`src/rtl/tap_ctrl_if.sv`:
```
// JTAG pin bundle between the pad ring (master) and the TAP controller (slave).
// TMS/TDI sampled on posedge TCLK; TDO/TDO_EN launched on negedge TCLK.
interface tap_ctrl_if;
  logic TMS;
  logic TDI;
  logic TDO;
  logic TDO_EN;

  modport master (output TMS, output TDI, input TDO, input TDO_EN);
  modport slave  (input TMS, input TDI, output TDO, output TDO_EN);
endinterface

```
`src/rtl/tap_ctrl.sv`:
```
// IEEE 1149.1 TAP: FSM, IR, bypass, user chain select; IDCODE register present when TAP_IDCODE_EN is defined.
// State/capture/shift on posedge TCLK, ir and TDO on negedge TCLK; no backpressure (pin-paced).
module tap_ctrl #(
  parameter int          IR_W       = 4,
  parameter int          NUM_DR     = 2,
  parameter logic [31:0] IDCODE_VAL = 32'h0000_0001
) (
  input  logic              TCLK,
  input  logic              TRSTN,
  tap_ctrl_if.slave         jtag,
  output logic [3:0]        tap_state,
  output logic [IR_W-1:0]   ir,
  output logic [NUM_DR-1:0] dr_sel,
  output logic              CaptureDR,
  output logic              ShiftDR,
  output logic              UpdateDR,
  input  logic [NUM_DR-1:0] user_tdo
);

  if (IR_W < 2 || NUM_DR < 1 || NUM_DR > 8 || (1 << IR_W) < (NUM_DR + 3) ||
      IDCODE_VAL[0] != 1'b1) begin : g_bad_param
    $error("tap_ctrl: illegal parameter combination");
  end

  typedef enum logic [3:0] {
    S_TLR      = 4'd0,
    S_IDLE     = 4'd1,
    S_SEL_DR   = 4'd2,
    S_CAP_DR   = 4'd3,
    S_SHI_DR   = 4'd4,
    S_EXIT1_DR = 4'd5,
    S_PAUSE_DR = 4'd6,
    S_EXIT2_DR = 4'd7,
    S_UPD_DR   = 4'd8,
    S_SEL_IR   = 4'd9,
    S_CAP_IR   = 4'd10,
    S_SHI_IR   = 4'd11,
    S_EXIT1_IR = 4'd12,
    S_PAUSE_IR = 4'd13,
    S_EXIT2_IR = 4'd14,
    S_UPD_IR   = 4'd15
  } state_t;

  state_t state;
  state_t state_nxt;

  logic [IR_W-1:0] ir_sr;
  logic            bypass_bit;
  logic            dr_tdo;
  logic            user_bit;
  logic            tdo_q;
  logic            tdo_en_q;

  always_ff @(posedge TCLK or negedge TRSTN) begin
    if (!TRSTN) state <= S_TLR;
    else        state <= state_nxt;
  end

  always_comb begin
    state_nxt = S_TLR;
    case (state)
      S_TLR:      state_nxt = jtag.TMS ? S_TLR      : S_IDLE;
      S_IDLE:     state_nxt = jtag.TMS ? S_SEL_DR   : S_IDLE;
      S_SEL_DR:   state_nxt = jtag.TMS ? S_SEL_IR   : S_CAP_DR;
      S_CAP_DR:   state_nxt = jtag.TMS ? S_EXIT1_DR : S_SHI_DR;
      S_SHI_DR:   state_nxt = jtag.TMS ? S_EXIT1_DR : S_SHI_DR;
      S_EXIT1_DR: state_nxt = jtag.TMS ? S_UPD_DR   : S_PAUSE_DR;
      S_PAUSE_DR: state_nxt = jtag.TMS ? S_EXIT2_DR : S_PAUSE_DR;
      S_EXIT2_DR: state_nxt = jtag.TMS ? S_UPD_DR   : S_SHI_DR;
      S_UPD_DR:   state_nxt = jtag.TMS ? S_SEL_DR   : S_IDLE;
      S_SEL_IR:   state_nxt = jtag.TMS ? S_TLR      : S_CAP_IR;
      S_CAP_IR:   state_nxt = jtag.TMS ? S_EXIT1_IR : S_SHI_IR;
      S_SHI_IR:   state_nxt = jtag.TMS ? S_EXIT1_IR : S_SHI_IR;
      S_EXIT1_IR: state_nxt = jtag.TMS ? S_UPD_IR   : S_PAUSE_IR;
      S_PAUSE_IR: state_nxt = jtag.TMS ? S_EXIT2_IR : S_PAUSE_IR;
      S_EXIT2_IR: state_nxt = jtag.TMS ? S_UPD_IR   : S_SHI_IR;
      S_UPD_IR:   state_nxt = jtag.TMS ? S_SEL_DR   : S_IDLE;
      default:    state_nxt = S_TLR;
    endcase
  end

  assign tap_state = state;
  assign CaptureDR = (state == S_CAP_DR);
  assign ShiftDR   = (state == S_SHI_DR);
  assign UpdateDR  = (state == S_UPD_DR);

  // Capture value 01 in the low IR bits is the 1149.1 fixed pattern for board-level IR integrity checks.
  always_ff @(posedge TCLK or negedge TRSTN) begin
    if (!TRSTN) begin
      ir_sr      <= '0;
      bypass_bit <= 1'b0;
    end else begin
      case (state)
        S_CAP_IR: ir_sr <= IR_W'(1);
        S_SHI_IR: ir_sr <= {jtag.TDI, ir_sr[IR_W-1:1]};
        default:  ir_sr <= ir_sr;
      endcase
      if (state == S_CAP_DR)      bypass_bit <= 1'b0;
      else if (state == S_SHI_DR) bypass_bit <= jtag.TDI;
    end
  end

  always_comb begin
    dr_sel = '0;
    for (int k = 0; k < NUM_DR; k++) dr_sel[k] = (ir == IR_W'(k + 2));
  end

  assign user_bit = |(dr_sel & user_tdo);

`ifdef TAP_IDCODE_EN
  localparam logic [IR_W-1:0] IR_RST = IR_W'(1);

  logic [31:0] idcode_sr;
  logic        sel_idcode;

  assign sel_idcode = (ir == IR_W'(1));

  // Left unreset on purpose: every read passes through CapDR, which reloads it.
  always_ff @(posedge TCLK) begin
    if (sel_idcode) begin
      if (state == S_CAP_DR)      idcode_sr <= IDCODE_VAL;
      else if (state == S_SHI_DR) idcode_sr <= {jtag.TDI, idcode_sr[31:1]};
    end
  end

  assign dr_tdo = sel_idcode ? idcode_sr[0] : ((|dr_sel) ? user_bit : bypass_bit);
`else
  localparam logic [IR_W-1:0] IR_RST = '1;

  assign dr_tdo = (|dr_sel) ? user_bit : bypass_bit;
`endif

  // Negedge update keeps ir stable across the following posedge, so chains never see a half-changed select.
  always_ff @(negedge TCLK or negedge TRSTN) begin
    if (!TRSTN) begin
      ir       <= IR_RST;
      tdo_q    <= 1'b0;
      tdo_en_q <= 1'b0;
    end else begin
      if (state == S_TLR)         ir <= IR_RST;
      else if (state == S_UPD_IR) ir <= ir_sr;
      tdo_en_q <= (state == S_SHI_DR) || (state == S_SHI_IR);
      if (state == S_SHI_DR)      tdo_q <= dr_tdo;
      else if (state == S_SHI_IR) tdo_q <= ir_sr[0];
    end
  end

  assign jtag.TDO    = tdo_q;
  assign jtag.TDO_EN = tdo_en_q;

endmodule

```
`src/flat_wrapper.sv`:
```
// flat-port wrapper written by rule: the top's interface ports become plain ports
module tap_ctrl_flat 
#(
  parameter int          IR_W       = 4,
  parameter int          NUM_DR     = 2,
  parameter logic [31:0] IDCODE_VAL = 32'h0000_0001
)
  (TCLK, TRSTN, tap_state, ir, dr_sel, CaptureDR, ShiftDR, UpdateDR, user_tdo, jtag_TMS, jtag_TDI, jtag_TDO, jtag_TDO_EN);
  tap_ctrl_if jtag_i ();
  input  logic TCLK;
  input  logic TRSTN;
  output logic [3:0] tap_state;
  output logic [IR_W-1:0] ir;
  output logic [NUM_DR-1:0] dr_sel;
  output logic CaptureDR;
  output logic ShiftDR;
  output logic UpdateDR;
  input  logic [NUM_DR-1:0] user_tdo;
  input wire logic [$bits(jtag_i.TMS)-1:0] jtag_TMS;
  input wire logic [$bits(jtag_i.TDI)-1:0] jtag_TDI;
  output wire logic [$bits(jtag_i.TDO)-1:0] jtag_TDO;
  output wire logic [$bits(jtag_i.TDO_EN)-1:0] jtag_TDO_EN;
  assign jtag_i.TMS = jtag_TMS;
  assign jtag_i.TDI = jtag_TDI;
  assign jtag_TDO = jtag_i.TDO;
  assign jtag_TDO_EN = jtag_i.TDO_EN;
  tap_ctrl #(.IR_W(IR_W), .NUM_DR(NUM_DR), .IDCODE_VAL(IDCODE_VAL)) u_core (.TCLK(TCLK), .TRSTN(TRSTN), .jtag(jtag_i), .tap_state(tap_state), .ir(ir), .dr_sel(dr_sel), .CaptureDR(CaptureDR), .ShiftDR(ShiftDR), .UpdateDR(UpdateDR), .user_tdo(user_tdo));
endmodule
```
`config.mk`:
```
export PLATFORM = sky130hd
export DESIGN_NAME = tap_ctrl_flat
export DESIGN_NICKNAME = d
export VERILOG_FILES = /design/src/rtl/tap_ctrl_if.sv /design/src/rtl/tap_ctrl.sv /design/src/flat_wrapper.sv
export SDC_FILE = /design/constraint.sdc
export NUM_CORES = 1
export LEC_CHECK = 0
export CAP_MARGIN = 20
export CORE_UTILIZATION = 47
export CTS_CLUSTER_SIZE = 12
export DETAILED_ROUTE_END_ITERATION = 16
export PLACE_DENSITY = 0.78
export SYNTH_ARGS = -nofsm -noshare
export SYNTH_HDL_FRONTEND = slang
export SYNTH_SLANG_ARGS = --single-unit
export TNS_END_PERCENT = 5
```
`constraint.sdc`:
```
create_clock -name TCLK -period 1.6 [get_ports TCLK]
set_input_delay 0.24 -clock TCLK [delete_from_list [all_inputs] [get_ports TCLK]]
set_output_delay 0.24 -clock TCLK [all_outputs]
set_load 0.02 [all_outputs]
```
# --- After elaboration in Yosys (flattened, before gate mapping) ---
# Index checks and enable logic that the tools add are counted.
classes:
  n_eq_ne: 17
  bitwise: 1
  reduce_logical: 11
  muxes: 21
ops:
  columns: ["operator", "n"]
  rows:
  - ["$pmux 4 s12", 1]
  - ["$eq 4x4->1 const B", 8]
  - ["$mux 4", 6]
  - ["$eq 4x2->1 const B", 4]
  - ["$eq 4x3->1 const B", 4]
  - ["$mux 1", 8]
  - ["$pmux 4 s2", 1]
  - ["$reduce_bool 2->1", 4]
  - ["$reduce_or 2->1", 4]
  - ["$mux 2", 3]
  - ["$mux 3", 2]
  - ["$eq 4x1->1 const B", 1]
  - ["$logic_not 4->1", 1]
  - ["$reduce_or 3->1", 1]
  - ["$and 2x2->2", 1]
  - ["$logic_or 1x1->1", 1]
totals:
  out_inout_bits: 15
  reg_bits: 15

# --- Longest topological paths before layout ---
# Gate-level depths: netlist of the first run.
logic_depth:
  ltp_word: 5
  depth_mapped: 6
  ltp_nobuf: 4

==> impl_metrics.ini, run 1 <==
[sta]
worst_slack_ps = -833
slew_viol_final = 0
final_hold_viol_count = 0
setup_violations = 16
rsz0062_at_grt = true
fin_hold_ws_ps = 429
worstMarginPinSlew_ps = 372
slew_headroom_pct = 75.2
fin_skew_ps = 78.9

[critical_path]
critPathRequiredTime_ps = 1360
endpoint_kind = primary output
path_class = reg -> out
cp-start-kind = flip-flop
cp_max_fo = 3
worst_ep_arrival_time_ps = 2190

[drt]
avgViaCountPerCell = 5.67
dr.first_iter.drc_count = 50
first_pass_iters = 5
vias = 987
ant_nets = 0
drc = 0
drt-wirelength-per-cell_um = 15.8
wl_mm = 2.74

[power_and_ir_drop]
p_leak_nw = 0.662
irDropWorstVdd_mv = 1.29
total_power_mw = 2.92
power_density_nw_per_um2 = 2030

[clocking]
clock_latency_ps = 390
clk_pin_slew_worst_paths_ps = 100
clock_path_buffers = 2
postCtsSetupRepairBufs = 0
root_buffer = clkbuf_4
cts_max_level = 1
hold_buffers = 0
numCtsBuffers = 3
cts_tree = yes
cts.sinks = 15

[global_route]
grt_first_pass_wirelength_mm = 4.51
grt_usage_pct = 32.0
grt_pass1_vias = 997
grt.overflow.total = 0
grt_max_degree = 12
antenna_found_initial = 0

[yosys]
synth_nets = 103
synth-edff-count = 0
synth-async-reset-ratio_pct = 100
synthDistinctLibCells = 35
syn_area_per_cell_sq_um = 8.85
syn_area_sq_um = 858
ys_seq_area_share_pct = 44.3
yosys_warnings = 0
synthCells = 97
ys_seq_elements = 15
synth_ff_type = dfrtp_1

[outcome]
violations = setup timing
status = finished, violations left

[final_layout]
nFillCells = 95
drive_gt1_share_pct = 43.6
fin_nets = 156
diodes = 0
final_cells = 174
multi_input_area_sq_um = 473
seqCellArea_sq_um = 384
area_growth_pct = 67.3
final_cell_area_sq_um = 1440

[floorplan]
start_util_pct = 49.7
coreArea_sq_um = 1730
num_io_pins = 21
die_w_um = 44.7
die_height_um = 44.7
die-area_sq_um = 2000
row_count = 15

[placement]
hpwl_mm = 1.83
gp_congestion = 0.871
dp_cells = 167
dp_slack_ps = -966
portBuffers = 20
placed_area_sq_um = 1310

[min_path]
min_path_type = in -> async

[flow_run]
cap_violations = 0
cell families (layout without fill, tap and decap cells):
kind of cell,after synthesis,count (layout),share of synthesized area [%]
AO/OA/AOI/OAI,35,35,25.4
XOR/XNOR,1,1,1.02
buffers and inverters,11,63,6.85
flip-flops,15,15,44.3
multiplexers,2,2,2.33
AND/OR/NAND/NOR,33,33,20.1
cells in the mapped netlist (2+ instances only):
master	instances	area [sq um]
a21oi_1	5	25.0
a22oi_1	4	30.0
a31oi_1	2	12.5
buf_2	5	25.0
dfrtn_1	2	50.1
dfrtp_1	9	225
dfstp_2	4	105
inv_1	2	7.51
mux2i_1	2	20.0
nand2_1	15	56.3
nand2b_1	2	12.5
nor2_1	4	15.0
nor2b_1	2	12.5
nor3_1	3	15.0
o211ai_1	3	22.5
o21ai_0	7	35.0
o21ai_1	8	40.0
routing by layer:
metal,vias to the layer above,share of wire (%),GRT usage (%)
met5,-,0,0
met2,52,50,52.1
met4,0,3.6,17.6
met3,14,6.1,6.80
met1,466,40,39.8
li1,455,-,-
final timing paths:
kind,from,to,slack (ps),depth (start not counted)
max in group asynchronous,TRSTN,u_core.jtag.TDO_EN$_DFF_NN0_,340,2
worst max-delay path,u_core.ir[1]$_DFFE_NN1P_,dr_sel[0],-830,3
worst min-delay path,TRSTN,u_core.tap_state[2]$_DFF_PN0_,430,2
min in group TCLK,u_core.ir_sr[3]$_DFFE_PN0P_,u_core.ir_sr[3]$_DFFE_PN0P_,540,2
worst max register to register,u_core.tap_state[3]$_DFF_PN0_,u_core.jtag.TDO$_DFFE_NN0P_,-530,4
worst min register to register,u_core.ir_sr[3]$_DFFE_PN0P_,u_core.ir_sr[3]$_DFFE_PN0P_,540,2
final cells by class:
class | count | share of cell area (%)
Clock inverter | 4 | 1.05
Timing Repair Buffer | 52 | 32.9
Inverter | 3 | 0.871
Tap cell | 25 | 2.18
Sequential cell | 15 | 26.7
Clock buffer | 4 | 3.31
Multi-Input combinational cell | 71 | 32.9
power breakdown:
group | leakage [nW] | switching (mW) | internal [mW]
Combinational | 0.438 | 0.918 | 0.884
Sequential | 0.176 | 0.159 | 0.562
Clock | 0.0474 | 0.188 | 0.205
Total | 0.662 | 1.27 | 1.65
registers in the layout, summed over array words and instances (netlist names):
signal and count:
u_core.ir_sr 4, u_core.ir 4, u_core.jtag.TDO_EN 1, u_core.bypass_bit 1, u_core.jtag.TDO 1, u_core.tap_state 4
worst max-delay path: stages (launching register included):
cell and delay (ps):
dfstp_2 520, nor3b_4 210, nor2b_4 190, buf_6 120
what timing repair did:
item,CTS,global route
setup endpoints to repair,21,17
resized for setup,80,6
pin swaps,1,2
hold endpoints to repair,0,0
placed cells by master, fill, tap and decap left out, types with 3 or more instances in the layout:
| master | instances |
|---|---|
| buf_4 | 24 |
| buf_6 | 18 |
| nand2_1 | 15 |
| o21ai_1 | 8 |
| o21ai_0 | 7 |
| dfrtp_1 | 6 |
| inv_1 | 5 |
| a21oi_1 | 5 |
| clkdlybuf4s50_1 | 5 |
| a22oi_1 | 4 |
| nor2_1 | 4 |
| dlygate4sd2_1 | 4 |
| dfstp_2 | 4 |
| nor3_4 | 3 |
| o211ai_1 | 3 |
| clkbuf_4 | 3 |
| dfrtp_2 | 3 |
stage by stage:
stage	utilization (%)	TNS (ps)
after CTS	82.0	-6260
after global placement	75.8	-7420
after detailed placement	75.8	-7960
final	83.2	-6400
after floorplan	-	-3800
after global routing	83.2	-7140
No activity file was read; power rests on OpenSTA's default activity.
==> inputs of run 2 (changes only) <==
--- a/config.mk
+++ b/config.mk
@@ -10,6 +10,7 @@
 export CTS_CLUSTER_SIZE = 12
 export DETAILED_ROUTE_END_ITERATION = 16
 export PLACE_DENSITY = 0.78
+export SETUP_SLACK_MARGIN = 0.02
 export SYNTH_ARGS = -nofsm -noshare
 export SYNTH_HDL_FRONTEND = slang
 export SYNTH_SLANG_ARGS = --single-unit
==> constraint.sdc (replaced) <==
create_clock -name TCLK -period 2.32 [get_ports TCLK]
set_input_delay 0.348 -clock TCLK [delete_from_list [all_inputs] [get_ports TCLK]]
set_output_delay 0.348 -clock TCLK [all_outputs]
set_load 0.02 [all_outputs]
==> run 2 against run 1 <==
  * The flow still finishes with violations (setup timing)
  * Setup slack better by 250 ps
  * Utilization fell by 5.9 points
  * Wire length down 16%
  * Cell count is 3.4% lower
  * Hold slack improved by 100 ps
  * Sequential share of layout area rose by 1.8 points
  * Global-route usage fell by 6.2 points
  * Sequential power is 32% lower
  * Die area unchanged
  * First-iteration DRC count decreased by 22%
  * Clock power is 45% lower
  * Largest cell class unchanged
  * Largest power group unchanged
  * Highest routed layer unchanged
==> impl_metrics.ini, run 2 (same netlist as run 1, synthesis figures left out) <==
[global_route]
antenna_found_initial = 0
grt_first_pass_wirelength_mm = 3.75
grtUsageMet3_pct = 3.60
grt_use_met1_pct = 40.4
grt_usage_pct = 25.9
grt_max_degree = 13
grt.overflow.total = 0
grt_util_met2_pct = 37.9
grt_pass1_vias = 815
busiest_layer = met1

[critical_path]
crit_cells = 3
path_buf_inv = 1
slowest_delay_ps = 530
endpoint_kind = primary output
worst_ep_arrival_time_ps = 2550
reg2reg_depth = 4
critPathRequiredTime_ps = 1970
path_class = reg -> out
cp_max_fo = 3
worstPathCellList = nor3b_4, and2_2, buf_4
critPathSlowestCell = dfstp_2
cp_top_family = flip-flops
cp-start-kind = flip-flop

[drt]
vias = 893
drt-wirelength-per-cell_um = 13.7
avgViaCountPerCell = 5.32
wl_mm = 2.30
dr.first_iter.drc_count = 39
drc = 0
first_pass_iters = 4
ant_nets = 0

[clocking]
clock_path_buffers = 2
root_buffer = clkbuf_4
numCtsBuffers = 3
clock_latency_ps = 370
cts_max_level = 1
cts_tree = yes
postCtsSetupRepairBufs = 0
cts.sinks = 15
hold_buffers = 0
clk_pin_slew_worst_paths_ps = 100

[final_layout]
area_growth_pct = 55.5
multi_input_area_sq_um = 445
final_cells = 168
layout_common_cells = buf_4, nand2_1, clkdlybuf4s50_1, buf_6
nFillCells = 125
seqCellArea_sq_um = 382
drive_gt1_share_pct = 35.0
fin_nets = 150
diodes = 0
final_common_cell = buf_4

[sta]
fin_skew_ps = 89.4
slew_viol_final = 0
worstMarginPinSlew_ps = 386
final_hold_viol_count = 0
worst_slack_ps = -581
rsz0062_at_grt = true
setup_violations = 9
slew_headroom_pct = 74.2

[min_path]
hold_path_depth = 2
min_path_type = reg -> reg

[outcome]
violations = setup timing
status = finished, violations left

[power_and_ir_drop]
p_int_mw = 1.04
irDropWorstVdd_mv = 0.942
power_density_nw_per_um2 = 1370
seqPwrFrac_pct = 26.8
power_frac_clock_pct = 11.8
p_sw_share_pct = 43.0
combPwrFrac_pct = 61.4
power.switching_mw = 0.785
p_leak_nw = 0.633
total_power_mw = 1.82

[floorplan]
coreArea_sq_um = 1730
die-area_sq_um = 2000
num_io_pins = 21
die_height_um = 44.7
die_w_um = 44.7
start_util_pct = 49.7
row_count = 15

[placement]
portBuffers = 20
gp_congestion = 0.885
hpwl_mm = 1.70
dp_cells = 161

[flow_run]
cap_violations = 0
run 2: timing repair:
item	4_1_cts	5_1_grt
gates cloned	0	0
pin swaps	1	0
gates resized for setup	50	3
endpoints found under the setup margin	14	16
endpoints found under the hold margin	0	0
run 2: worst paths after layout:
| path | startpoint | end | slack [ps] |
|---|---|---|---|
| setup / recovery | u_core.ir[1]$_DFFE_NN1P_ | dr_sel[1] | -580 |
| hold / removal | u_core.ir_sr[2]$_DFFE_PN0P_ | u_core.ir_sr[2]$_DFFE_PN0P_ | 530 |
| setup reg to reg | u_core.tap_state[3]$_DFF_PN0_ | u_core.jtag.TDO$_DFFE_NN0P_ | -50 |
| hold reg to reg | u_core.ir_sr[2]$_DFFE_PN0P_ | u_core.ir_sr[2]$_DFFE_PN0P_ | 530 |
| max in group asynchronous | TRSTN | u_core.ir[3]$_DFFE_NN1P_ | 620 |
| min in group asynchronous | TRSTN | u_core.ir_sr[1]$_DFFE_PN0P_ | 600 |
run 2: metal layers:
layer	routed length [um]	share of wire (%)
met1	1050	46
met2	1140	50
met3	92	4.0
met4	5	0.22
met5	0	0
run 2: layout make-up:
cell class	instances	area share, %
inverters	3	0.843
clock buffers	4	2.72
multi-input cells	71	33.4
repair buffers	46	31.0
flip-flops and latches	15	28.6
clock inverters	4	1.12
well taps	25	2.34
run 2: power by group through the flow:
stage / Clock [mW] / Combinational, mW / Sequential [mW]
floorplan: 0.0134 / 0.504 / 0.559
global placement: 0.0134 / 1.05 / 0.476
detailed placement: 0.0134 / 1.08 / 0.483
CTS: 0.212 / 1.10 / 0.486
global route: 0.232 / 1.21 / 0.505
finish: 0.216 / 1.12 / 0.489
run 2: metrics by stage:
step | utilization (%) | setup slack [ps] | hold slack [ps] | cell area, sq um | setup TNS, ps
floorplan | - | -223 | 52.4 | 878 | -1100
global placement | 73.0 | -630 | 501 | 1260 | -3340
detailed placement | 73.0 | -686 | 513 | 1260 | -3590
CTS | 76.7 | -561 | 537 | 1320 | -2340
global route | 77.3 | -637 | 567 | 1340 | -2880
finish | 77.3 | -581 | 534 | 1340 | -2420
run 2: worst reg2reg max path: cells and delay by family (launching register included):
family | cells | cell delay [ps]
AOI/OAI and AO/OA | 1 | 100
buffers and inverters | 1 | 150
DFF | 1 | 470
and+or+nand+nor | 2 | 350
==> inputs of run 3 (changes only) <==
--- a/config.mk
+++ b/config.mk
@@ -6,10 +6,11 @@
 export NUM_CORES = 1
 export LEC_CHECK = 0
 export CAP_MARGIN = 20
-export CORE_UTILIZATION = 47
+export CORE_ASPECT_RATIO = 2
+export CORE_UTILIZATION = 30
 export CTS_CLUSTER_SIZE = 12
 export DETAILED_ROUTE_END_ITERATION = 16
-export PLACE_DENSITY = 0.78
+export PLACE_DENSITY = 0.54
 export SETUP_SLACK_MARGIN = 0.02
 export SYNTH_ARGS = -nofsm -noshare
 export SYNTH_HDL_FRONTEND = slang
==> run 3 against run 2 <==
  * The flow still finishes with violations (setup timing)
  * Hold slack lost 19 ps
  * Combinational power increased by 4%
  * Sequential power decreased by 1%
  * Critical path depth unchanged
  * Largest power group unchanged
==> impl_metrics.ini, run 3 (same netlist as run 1, synthesis figures left out) <==
[outcome]
status = finished, violations left
violations = setup timing

[global_route]
grt_max_degree = 13
grt_usage_pct = 18.5
grt.overflow.total = 0
grt_first_pass_wirelength_mm = 4.00
grt_pass1_vias = 903
antenna_found_initial = 0

[critical_path]
cp_max_fo = 3
r2r_setup_slack_ps = -10
worst_ep_arrival_time_ps = 2500
path_class = reg -> out
critPathRequiredTime_ps = 1970
slowest_delay_ps = 520
critPathSlowestCell = dfstp_2
worstPathCellList = nor3b_4, and2_2, buf_4
endpoint_kind = primary output
cp-start-kind = flip-flop

[final_layout]
final_cell_area_sq_um = 1410
layout_common_cells = buf_4, nand2_1, clkdlybuf4s50_1, buf_6
drive_gt1_share_pct = 38.9
diodes = 0
post-route-util_pct = 51.3
area_growth_pct = 63.7
fin_nets = 156
final_common_cell = buf_4

[sta]
setup_violations = 8
final_hold_viol_count = 0
fin_skew_ps = 64.6
worst_slack_ps = -528
setup_tns_ps = -2030
worstMarginPinSlew_ps = 409
slew_headroom_pct = 72.6
slew_viol_final = 0
fin_hold_ws_ps = 514
rsz0062_at_grt = true

[floorplan]
row_count = 27
start_util_pct = 31.4
coreArea_sq_um = 2740
die_height_um = 77.6
die-area_sq_um = 3090
num_io_pins = 21
die_w_um = 39.8

[clocking]
clock_latency_ps = 320
clk_pin_slew_worst_paths_ps = 60
cts.sinks = 15
cts_tree = yes
hold_buffers = 0
clock_path_buffers = 2
root_buffer = clkbuf_8
numCtsBuffers = 3
cts_max_level = 1

[drt]
vias = 914
first_pass_iters = 4
avgViaCountPerCell = 5.13
dr.first_iter.drc_count = 21
drt-wirelength-per-cell_um = 13.6
wl_mm = 2.41
drc = 0
ant_nets = 0

[placement]
hpwl_mm = 1.91
gp_congestion = 0.774
placed_area_sq_um = 1310
portBuffers = 20

[flow_run]
cap_violations = 0

[power_and_ir_drop]
irDropWorstVdd_mv = 0.547
power_density_nw_per_um2 = 1340
p_leak_nw = 0.666

[min_path]
min_path_type = reg -> reg
[run 3: through the flow]
step           power, mW  cells  worst slack, ps
6_report            1.88    178             -528
5_1_grt             2.04    178             -591
4_1_cts             1.90    178             -546
2_1_floorplan       1.08     97             -223
3_3_place_gp        1.60    171             -660
3_5_place_dp        1.62    171             -671
[run 3: power by group]
| part | internal (mW) | leakage [nW] | total [mW] | switching (mW) |
|---|---|---|---|---|
| Clock | 0.128 | 0.0468 | 0.242 | 0.114 |
| Sequential | 0.385 | 0.178 | 0.484 | 0.0986 |
| Combinational | 0.586 | 0.441 | 1.16 | 0.571 |
| Total | 1.10 | 0.666 | 1.88 | 0.783 |
[run 3: final timing paths]
kind,depth (start not counted),from,endpoint
setup / recovery,3,u_core.ir[1]$_DFFE_NN1P_,dr_sel[1]
min in group asynchronous,2,TRSTN,u_core.tap_state[2]$_DFF_PN0_
max in group asynchronous,1,TRSTN,u_core.ir[1]$_DFFE_NN1P_
hold / removal,2,u_core.ir_sr[3]$_DFFE_PN0P_,u_core.ir_sr[3]$_DFFE_PN0P_
setup reg to reg,4,u_core.tap_state[3]$_DFF_PN0_,u_core.jtag.TDO$_DFFE_NN0P_
hold reg to reg,2,u_core.ir_sr[3]$_DFFE_PN0P_,u_core.ir_sr[3]$_DFFE_PN0P_
[run 3: layout make-up]
class                           count  area (sq um)
Timing Repair Buffer               52           459
Clock inverter                      5          20.0
Inverter                            3          11.3
Multi-Input combinational cell     71           455
Tap cell                           29          36.3
Fill cell                         268          1330
Sequential cell                    15           382
Clock buffer                        3          41.3
[run 3: routing by layer]
layer	wire [um]	GRT usage, %
met3	63	2.57
met5	0	0
met4	57	9.31
met2	1410	33.0
met1	879	18.8
[run 3: critical path, delay by kind of cell, from the launching register on]
| family | cells | cell delay, ps |
|---|---|---|
| AND/OR/NAND/NOR | 2 | 380 |
| buffers and inverters | 1 | 130 |
| flip-flops | 1 | 520 |
[run 3: repair_timing]
action / 4_1_cts / 5_1_grt
setup endpoints to repair: 15 / 16
buffers inserted: 0 / 0
resized for setup: 52 / 3
pin swaps: 1 / 0
